### src/rtl/axis_pkt_arbiter.sv
// Round-robin packet arbiter: multiplexes NUM_INPUTS AXI-Stream inputs onto one output, one whole packet at a time.
// Optional feature: define AXIS_ARB_PKT_CNT_EN to add the 16-bit completed-packet counter output pkt_cnt.
module axis_pkt_arbiter #(
   parameter int AXI_DATA_WIDTH = 32,
   parameter int NUM_INPUTS     = 4
) (
   input  logic                                 clk,
   input  logic                                 rst,
   input  logic [NUM_INPUTS-1:0]                s_valid,
   input  logic [NUM_INPUTS-1:0]                s_last,
   input  logic [NUM_INPUTS*AXI_DATA_WIDTH-1:0] s_data,
   output logic [NUM_INPUTS-1:0]                s_ready,
   output logic                                 m_valid,
   output logic                                 m_last,
   output logic [AXI_DATA_WIDTH-1:0]            m_data,
   input  logic                                 m_ready,
   output logic [NUM_INPUTS-1:0]                grant,
   output logic                                 busy
`ifdef AXIS_ARB_PKT_CNT_EN
   ,
   output logic [15:0]                          pkt_cnt
`endif
);

   localparam int IDX_W = $clog2(NUM_INPUTS);
   localparam int CW    = IDX_W + 1;

   typedef enum logic {IDLE, BUSY} state_t;

   state_t                    state_q, state_d;
   logic [IDX_W-1:0]          owner_q, owner_d;
   logic [IDX_W-1:0]          rrPtr_q, rrPtr_d;
   logic [IDX_W-1:0]          pick;
   logic [IDX_W-1:0]          ownerNext;
   logic [IDX_W:0]            cand;
   logic                      found;
   logic                      active;
   logic                      lastBeat;
   logic [AXI_DATA_WIDTH-1:0] dataArr [NUM_INPUTS];

   for (genvar g = 0; g < NUM_INPUTS; g++) begin : gSlice
      assign dataArr[g] = s_data[g*AXI_DATA_WIDTH +: AXI_DATA_WIDTH];
   end

   // Search from the pointer upward; the extra bit lets the wrap work for any NUM_INPUTS.
   always_comb begin
      pick  = '0;
      found = 1'b0;
      cand  = '0;
      for (int off = 0; off < NUM_INPUTS; off++) begin
         cand = {1'b0, rrPtr_q} + CW'(off);
         if (cand >= CW'(NUM_INPUTS)) begin
            cand = cand - CW'(NUM_INPUTS);
         end
         if (!found && s_valid[cand[IDX_W-1:0]]) begin
            found = 1'b1;
            pick  = cand[IDX_W-1:0];
         end
      end
   end

   assign ownerNext = (owner_q == IDX_W'(NUM_INPUTS-1)) ? '0 : owner_q + 1'b1;

   // Outputs are gated by rst so an in-flight packet is dropped during the reset cycle.
   always_comb begin
      state_d  = state_q;
      owner_d  = owner_q;
      rrPtr_d  = rrPtr_q;
      active   = (state_q == BUSY) && !rst;
      busy     = active;
      grant    = '0;
      s_ready  = '0;
      m_valid  = 1'b0;
      m_last   = 1'b0;
      m_data   = dataArr[owner_q];
      lastBeat = 1'b0;
      if (active) begin
         grant[owner_q]   = 1'b1;
         s_ready[owner_q] = m_ready;
         m_valid          = s_valid[owner_q];
         m_last           = s_last[owner_q];
      end
      lastBeat = m_valid && m_ready && m_last;
      case (state_q)
         IDLE: begin
            if (found) begin
               owner_d = pick;
               state_d = BUSY;
            end
         end
         BUSY: begin
            if (lastBeat) begin
               state_d = IDLE;
               rrPtr_d = ownerNext;
            end
         end
         default: state_d = IDLE;
      endcase
   end

   always_ff @(posedge clk) begin
      if (rst) begin
         state_q <= IDLE;
         owner_q <= '0;
         rrPtr_q <= '0;
      end else begin
         state_q <= state_d;
         owner_q <= owner_d;
         rrPtr_q <= rrPtr_d;
      end
   end

`ifdef AXIS_ARB_PKT_CNT_EN
   logic [15:0] pktCnt_q;

   always_ff @(posedge clk) begin
      if (rst) begin
         pktCnt_q <= '0;
      end else if (lastBeat) begin
         pktCnt_q <= pktCnt_q + 16'd1;
      end
   end

   assign pkt_cnt = pktCnt_q;
`endif

endmodule
### config.mk
export PLATFORM = sky130hd
export DESIGN_NAME = axis_pkt_arbiter
export DESIGN_NICKNAME = d
export VERILOG_FILES = /design/src/rtl/axis_pkt_arbiter.sv
export SDC_FILE = /design/constraint.sdc
export NUM_CORES = 1
export LEC_CHECK = 0
export ABC_AREA = 1
export CAP_MARGIN = 20
export CORE_MARGIN = 2
export CORE_UTILIZATION = 30
export CTS_BUF_LIST = sky130_fd_sc_hd__clkbuf_8
export CTS_CLUSTER_DIAMETER = 30
export DETAILED_ROUTE_END_ITERATION = 7
export PLACE_DENSITY_LB_ADDON = 0.08
export SLEW_MARGIN = 20
export SYNTH_ARGS = -nofsm -noshare
export SYNTH_HDL_FRONTEND = slang
export SYNTH_SLANG_ARGS = --single-unit
### constraint.sdc
create_clock -name clk -period 4.05 [get_ports clk]
set_input_delay 0.6075 -clock clk [delete_from_list [all_inputs] [get_ports clk]]
set_output_delay 0.6075 -clock clk [all_outputs]
set_load 0.05 [all_outputs]
Word level (Yosys, flattened, before mapping). Cells that the tools add are included.

Bits of input ports: 139. Logic and storage cells: 76. Output and inout port bits: 43. Register bits: 5.

Mux-type cells: 37. Equal/unequal tests: 1. Order comparisons: 11. Bitwise logic cells: 3. Add/subtract/negate cells: 8. Reductions and logical operators: 13.

Operators by type and width (number): binary-select mux 32 bit (select 2 bit) (1); two-way mux 32 bit (2); two-way mux 2 bit (9); < comparator 2 x 3 -> 1 bit (second input constant) (5); two-way mux 1 bit (15); binary-select mux 1 bit (select 2 bit) (6); >= comparator 3 bit (second input constant) (4); two-way mux 4 bit (2); subtractor 2 x 1 -> 2 bit (second input constant) (4); logical AND 1 bit (7); adder 2 x 2 -> 3 bit (second input constant) (2); AND 4 bit (1); logical NOT 1 bit (4); AND reduction 2 bit (2); adder 2 x 1 -> 3 bit (second input constant) (1); >= comparator 2 x 3 -> 1 bit (second input constant) (1); inverter 2 -> 3 bit (1); adder 2 x 1 -> 2 bit (second input constant) (1); demux 1 bit (select 2 bit) (1); == test 2 bit (second input constant) (1); >= comparator 2 x 1 -> 1 bit (second input constant) (1); case mux 1 bit (2 select lines) (1); inverter 1 bit (1).

Longest topological paths before layout. Gate-level depths: netlist of run 1.

Depth in word-level cells: 16. Depth in mapped cells: 11.

Worst setup path after synthesis of run 1. No wires, ideal clock.

Kind: input-to-output. From: in rst. To: out s_ready[0]. Slack: 790 ps. Buffers on the path: 0. Stages on the path: 3. Arrival: 2653 ps. Required time: 3442 ps. Cell sequence: nor2_1 inv_2 nor3_1.

Longest elaborated chain between the ends: 3.

Ends and longest elaborated chain: start, declared (RTL line 8) `input logic rst,`; logical NOT 1 bit (RTL line 69) `active = (state_q == BUSY) && !rst;`; logical AND 1 bit (RTL line 69); two-way mux 4 bit (RTL line 77) `if (active) begin`; end, declared (RTL line 12) `output logic [NUM_INPUTS-1:0] s_ready,`.

Every way passes these cells.

Final worst setup path of run 1.
From: reg owner_q[0]. To: out m_data[23].

Longest elaborated chain between the ends: 4.

Ends and longest elaborated chain: start, declared (RTL line 31) `logic [IDX_W-1:0] owner_q, owner_d;`; start signal, assigned (RTL line 108) `owner_q <= owner_d;`; inverter 2 -> 3 bit (implied by the code) (RTL line 75) `m_data = dataArr[owner_q];`; binary-select mux 32 bit (select 2 bit) (RTL line 75); two-way mux 32 bit (implied by the code) (2 in series) (RTL line 75); end, declared (RTL line 15) `output logic [AXI_DATA_WIDTH-1:0] m_data,`.

Every way passes these cells. The select of a mux whose other input is x is not followed.

==> flow_metrics.env, run 1 <==
export IMPL_status="complete, no violations"
export IMPL_clock_sinks=5
export IMPL_grtUsageTotal_pct=25.5
export IMPL_synth_common_cells="85 x nor2_1, 56 x o21ai_0, 33 x o22ai_1, 29 x nand2_1, 19 x o21ai_1"
export IMPL_grt_pass1_wl_um=11300
export IMPL_final_area_mm2=0.00336
export IMPL_wirelength_um=7520
export IMPL_cts_path_max_buffers=2
export IMPL_areaGrowthSynthToFinish_pct=123
export IMPL_pwr_density_cell_mw_per_mm2=381
export IMPL_crit_type="reg2out"
export IMPL_slew_limit_headroom_pct=51.3
export IMPL_hp_class="reg2reg"
export IMPL_dr_pass1_iters=4
export IMPL_wl_per_cell_um=14.1
export IMPL_final_nets=610
export IMPL_clk_pin_slew_worst_paths_ns=0.03
export IMPL_max_slew_worst_pin_slew_ns=0.729
export IMPL_drt_iter0_markers=129
export IMPL_grt_max_degree=74
export IMPL_grt_ovfl_total=0
export IMPL_gp_congestion=0.856
export IMPL_ant_nets=0
export IMPL_drive_gt1_share_pct=5.58
export IMPL_worstReg2RegEnd="rrPtr_q[1]"
export IMPL_die_h_um=74.9
export IMPL_worst_r2r_path_depth=9
export IMPL_timing_final_crit_share_pct=78.5
export IMPL_timing_hold_ws_ns=0.582
export IMPL_rsz0062_at_grt="no"
export IMPL_first_global_vias=2486
export IMPL_ys_seq_area_share_pct=6.64
export IMPL_cts_setup_buffers=0
export IMPL_rr_startpoint="owner_q[0]"
export IMPL_maxCapViolCount=0
export IMPL_dp_hpwl_um=5930
export IMPL_antenna_cells=0
export IMPL_clock_root_buffer="clkbuf_8"
export IMPL_synth_nets=443
export IMPL_slew_viol_final=0
export IMPL_synthDistinctLibCells=21
export IMPL_tns_ns=0
export IMPL_worstSkewPairLatency_ns=0.22
export IMPL_critPathMaxFanout=48
export IMPL_synth_main_ff_cell="dfxtp_1"
export IMPL_async_flop_share_pct=0
export IMPL_yosys_top_cells_area="nor2_1 21%, o21ai_0 19%, o22ai_1 14%, nand2_1 7.2%, dfxtp_1 6.6%"
export IMPL_std_cell_rows=25
export IMPL_synth_most_common_cell="nor2_1"
export IMPL_path_delay_family="buffers and inverters"
export IMPL_synth_seq_cells=5
export IMPL_synth_edf_count=0
export IMPL_synth_warnings=0
export IMPL_max_stage_delay_ns=0.86
export IMPL_tritoncts="yes"
export IMPL_critPathCaptureType="primary output"
export IMPL_max_freq_mhz=315
export IMPL_htree_levels=1
export IMPL_p_leak_nw=1.33
export IMPL_cp_cell_sequence="inv_2 -> buf_4 -> o21ai_0 -> o22ai_1 -> clkdlybuf4s50_1"
export IMPL_port_buffers=181
export IMPL_initial_core_util_pct=31.5
export IMPL_cts_buffers=3
export IMPL_postSynthCellCount=300
export IMPL_min_from="state_q"
export IMPL_hold_path_end="state_q"
export IMPL_ctsResizeCount=0
export IMPL_syn_avg_cell_area_um2=5.02
export IMPL_cp_start_kind="flip-flop"
export IMPL_crit_arrival_ns=2.57
export IMPL_min_path_cells=3
export IMPL_cp_slowest_cell="clkdlybuf4s50_1"
export IMPL_core_area_mm2=0.00479
export IMPL_die_area_mm2=0.00560
export IMPL_synth_top_cell_by_area="nor2_1"
export IMPL_grt_antenna_before_repair=0
export IMPL_drc=0
export IMPL_finalSetupViolations=0
export IMPL_rrSetupSlack_ns=2.21
export IMPL_irDropWorstVdd_mv=0.275
export IMPL_cts_hold_buf=0
export IMPL_ios=182
export IMPL_fill_cells=452
export IMPL_power_mw=1.28
export IMPL_min_period_ns=3.18
export IMPL_cp_depth=5
export IMPL_cp_buffers_inverters=3
export IMPL_num_vias=2628
export IMPL_skew_ns=0.000588
export IMPL_netlist_area_mm2=0.00151
export IMPL_yosysTopAreaCellShare_pct=21.2
export IMPL_hold_viol=0
export IMPL_worstPathRequired_ns=3.44
export IMPL_place_area_mm2=0.00332
export IMPL_via_per_inst=4.93
export IMPL_dieWidth_um=74.9
## layer usage
metal	routed length (um)	GRT usage [%]	part of all wire, %
met1	2810	26.3	37
met2	3740	46.4	50
met3	682	10.6	9.1
met4	283	8.33	3.8
met5	0	0	0
## report_power, final
group	switching, mW	internal (mW)
combinational	0.718	0.412
sequential	0.00687	0.0576
clock	0.0223	0.0648
total	0.747	0.534
## cells by family (layout without fill, tap and decap cells)
kind of cell             Yosys count  after routing  synth area share [%]
AO/OA/AOI/OAI                    111            111                  39.6
buffers and inverters             42            208                  12.1
flip-flops                         5              5                  6.64
AND/OR/NAND/NOR                  138            138                  38.3
adder cells (fa/ha/maj)            4              4                  3.32
## cells in the final DEF, fill, tap and decap left out, drive strengths merged
cell	n
o22ai	33
dfxtp	5
inv	20
clkbuf	3
ha	4
nor3	4
nor2	88
clkinv	1
nand3	9
clkdlybuf4s50	181
a21oi	3
nand2	37
buf	3
o21ai	75
## cell type report
cell class	count	area, um^2	area share [%]
Clock buffer	3	41.3	1.23
Clock inverter	1	3.75	0.112
Inverter	20	75.1	2.23
Multi-Input combinational cell	253	1220	36.4
Sequential cell	5	101	3.01
Tap cell	67	83.8	2.49
Timing Repair Buffer	184	1830	54.5
## metrics by stage
stage / cells / worst slack, ns / utilization, %
after CTS: 533 / 0.878 / 70.3
after detailed placement: 529 / 1.06 / 69.3
final: 533 / 0.872 / 70.3
after global placement: 529 / 1.11 / 69.3
after global routing: 533 / 0.715 / 70.3
after floorplan: 300 / 0.790 / -
## worst register-to-register path, cell delays in order (launching register included)
cell and delay (ns):
dfxtp_2 0.32, buf_4 0.54, a21oi_1 0.18, o21ai_0 0.12, nand2_1 0.11, nor2_2 0.13
nand3_2 0.10, clkinv_1 0.09, nor2_1 0.05, nor2_1 0.12
## registers in the layout (all words and copies together), names as in the netlist
name and cells:
owner_q 2, rrPtr_q 2, state_q 1
## worst max-delay path by stage
stage	start	slack (ns)	end
floorplan	rst	0.79	s_ready[0]
global placement	s_valid[3]	1.11	m_valid
detailed placement	rst	1.06	s_ready[0]
CTS	owner_q[0]	0.88	m_data[23]
global route	owner_q[0]	0.72	m_data[21]
finish	owner_q[0]	0.87	m_data[23]
Note: power is estimated with default switching activity, not from simulation.
==> run 2, diff against run 1 <==
Settings changed: CORE_UTILIZATION 30 to 25.
Clock period 4.05 ns to 2.78 ns, I/O delays scaled along.
==> flow_metrics.env, run 2 (synthesis results as in run 1) <==
export IMPL_grtUsageTotal_pct=20.6
export IMPL_worstSkewPairLatency_ns=0.22
export IMPL_clock_root_buffer="clkbuf_8"
export IMPL_gp_congestion=0.857
export IMPL_timing_hold_ws_ns=0.580
export IMPL_grt_max_degree=74
export IMPL_core_area_mm2=0.00589
export IMPL_place_ws_ns=0.454
export IMPL_cts_path_max_buffers=2
export IMPL_cp_slowest_cell="buf_4"
export IMPL_num_vias=2585
export IMPL_drc=0
export IMPL_grt_antenna_before_repair=0
export IMPL_skew_ns=0.00129
export IMPL_die_area_mm2=0.00666
export IMPL_htree_levels=1
export IMPL_drt_iter0_markers=73
export IMPL_max_stage_delay_ns=0.54
export IMPL_cts_setup_buffers=0
export IMPL_tns_ns=0
export IMPL_timing_final_crit_share_pct=84.0
export IMPL_hold_viol=0
export IMPL_max_freq_mhz=428
export IMPL_rsz0062_at_grt="no"
export IMPL_dp_hpwl_um=5690
export IMPL_ios=182
export IMPL_antenna_cells=0
export IMPL_p_leak_nw=1.40
export IMPL_final_nets=610
export IMPL_via_per_inst=4.78
export IMPL_fin_cells=541
export IMPL_areaGrowthSynthToFinish_pct=122
export IMPL_ant_nets=0
export IMPL_power_mw=1.83
export IMPL_wl_per_cell_um=13.3
export IMPL_dieWidth_um=81.6
export IMPL_grt_pass1_wl_um=10800
export IMPL_slew_viol_final=0
export IMPL_min_period_ns=2.34
export IMPL_slew_limit_headroom_pct=55.8
export IMPL_wirelength_um=7190
export IMPL_final_common_cell="clkdlybuf4s50_1"
export IMPL_initial_core_util_pct=25.6
export IMPL_max_slew_worst_pin_slew_ns=0.664
export IMPL_cp_start_kind="flip-flop"
export IMPL_multi_input_area_mm2=0.00122
export IMPL_post_route_util_pct=56.8
export IMPL_critPathMaxFanout=73
export IMPL_cts_buffers=3
export IMPL_crit_arrival_ns=1.92
export IMPL_first_global_vias=2325
export IMPL_drive_gt1_share_pct=14.6
export IMPL_cts_hold_buf=0
export IMPL_grt_ovfl_total=0
export IMPL_fin_ws_ns=0.445
export IMPL_final_cell_mix="139 x clkdlybuf4s50_1, 85 x nor2_1, 56 x o21ai_0"
export IMPL_place_area_mm2=0.00330
export IMPL_placedCellCount=537
export IMPL_reg_largest_list="owner_q (2), rrPtr_q (2), state_q (1)"
export IMPL_pwr_density_cell_mw_per_mm2=546
export IMPL_register_area_um2=101
export IMPL_hp_class="reg2reg"
export IMPL_clock_sinks=5
export IMPL_clk_pin_slew_worst_paths_ns=0.04
export IMPL_die_h_um=81.6
export IMPL_status="complete, no violations"
export IMPL_finalSetupViolations=0
export IMPL_tritoncts="yes"
export IMPL_port_buffers=181
export IMPL_worstPathRequired_ns=2.36
export IMPL_ctsResizeCount=0
export IMPL_fill_cells=606
export IMPL_std_cell_rows=28
export IMPL_dr_pass1_iters=6
export IMPL_cp_cell_sequence="buf_4 -> ha_1 -> inv_1 -> nor3_1 -> buf_12"
export IMPL_irDropWorstVdd_mv=0.342
export IMPL_crit_type="reg2out"
export IMPL_critPathCaptureType="primary output"
export IMPL_final_area_mm2=0.00334
export IMPL_maxCapViolCount=0
run 2: cell types whose count changed in the layout (fill, tap and decap cells not counted):
cell             delta
buf_12              +6
buf_4              +36
clkdlybuf4s50_1    -42
run 2: layout make-up:
class	count	area share, %
repair buffers	184	54.0
multi-input cells	253	36.6
flip-flops and latches	5	3.03
well taps	75	2.81
inverters	20	2.25
clock buffers	3	1.24
clock inverters	1	0.112
run 2: layer usage:
layer | up-vias | wire [um] | part of all wire, % | track usage, %
met2 | 98 | 3640 | 51 | 38.2
met3 | 16 | 516 | 7.2 | 5.60
met4 | 0 | 177 | 2.5 | 5.67
li1 | 1353 | - | - | -
met1 | 1118 | 2860 | 40 | 23.1
met5 | - | 0 | 0 | 0
run 2: worst max-delay path: cells and delay by family, from the launching register on:
| family | cells | cell delay [ns] |
|---|---|---|
| buf+inv | 3 | 0.78 |
| flops | 1 | 0.32 |
| simple gates | 1 | 0.32 |
| fa+ha+maj | 1 | 0.27 |
run 2: where the power goes:
part           switching [mW]  internal, mW  leakage, nW
logic                    1.04         0.561         1.33
clock network          0.0374        0.0948       0.0269
registers             0.00886        0.0838       0.0415
total                    1.09         0.740         1.40
run 2: final timing paths:
path           endpoint  slack [ns]        from  cells past startpoint
max          s_ready[3]        0.44  owner_q[0]                      5
min             state_q        0.58     state_q                      3
max reg2reg  rrPtr_q[1]        1.05  owner_q[0]                      8
min reg2reg     state_q        0.58     state_q                      3
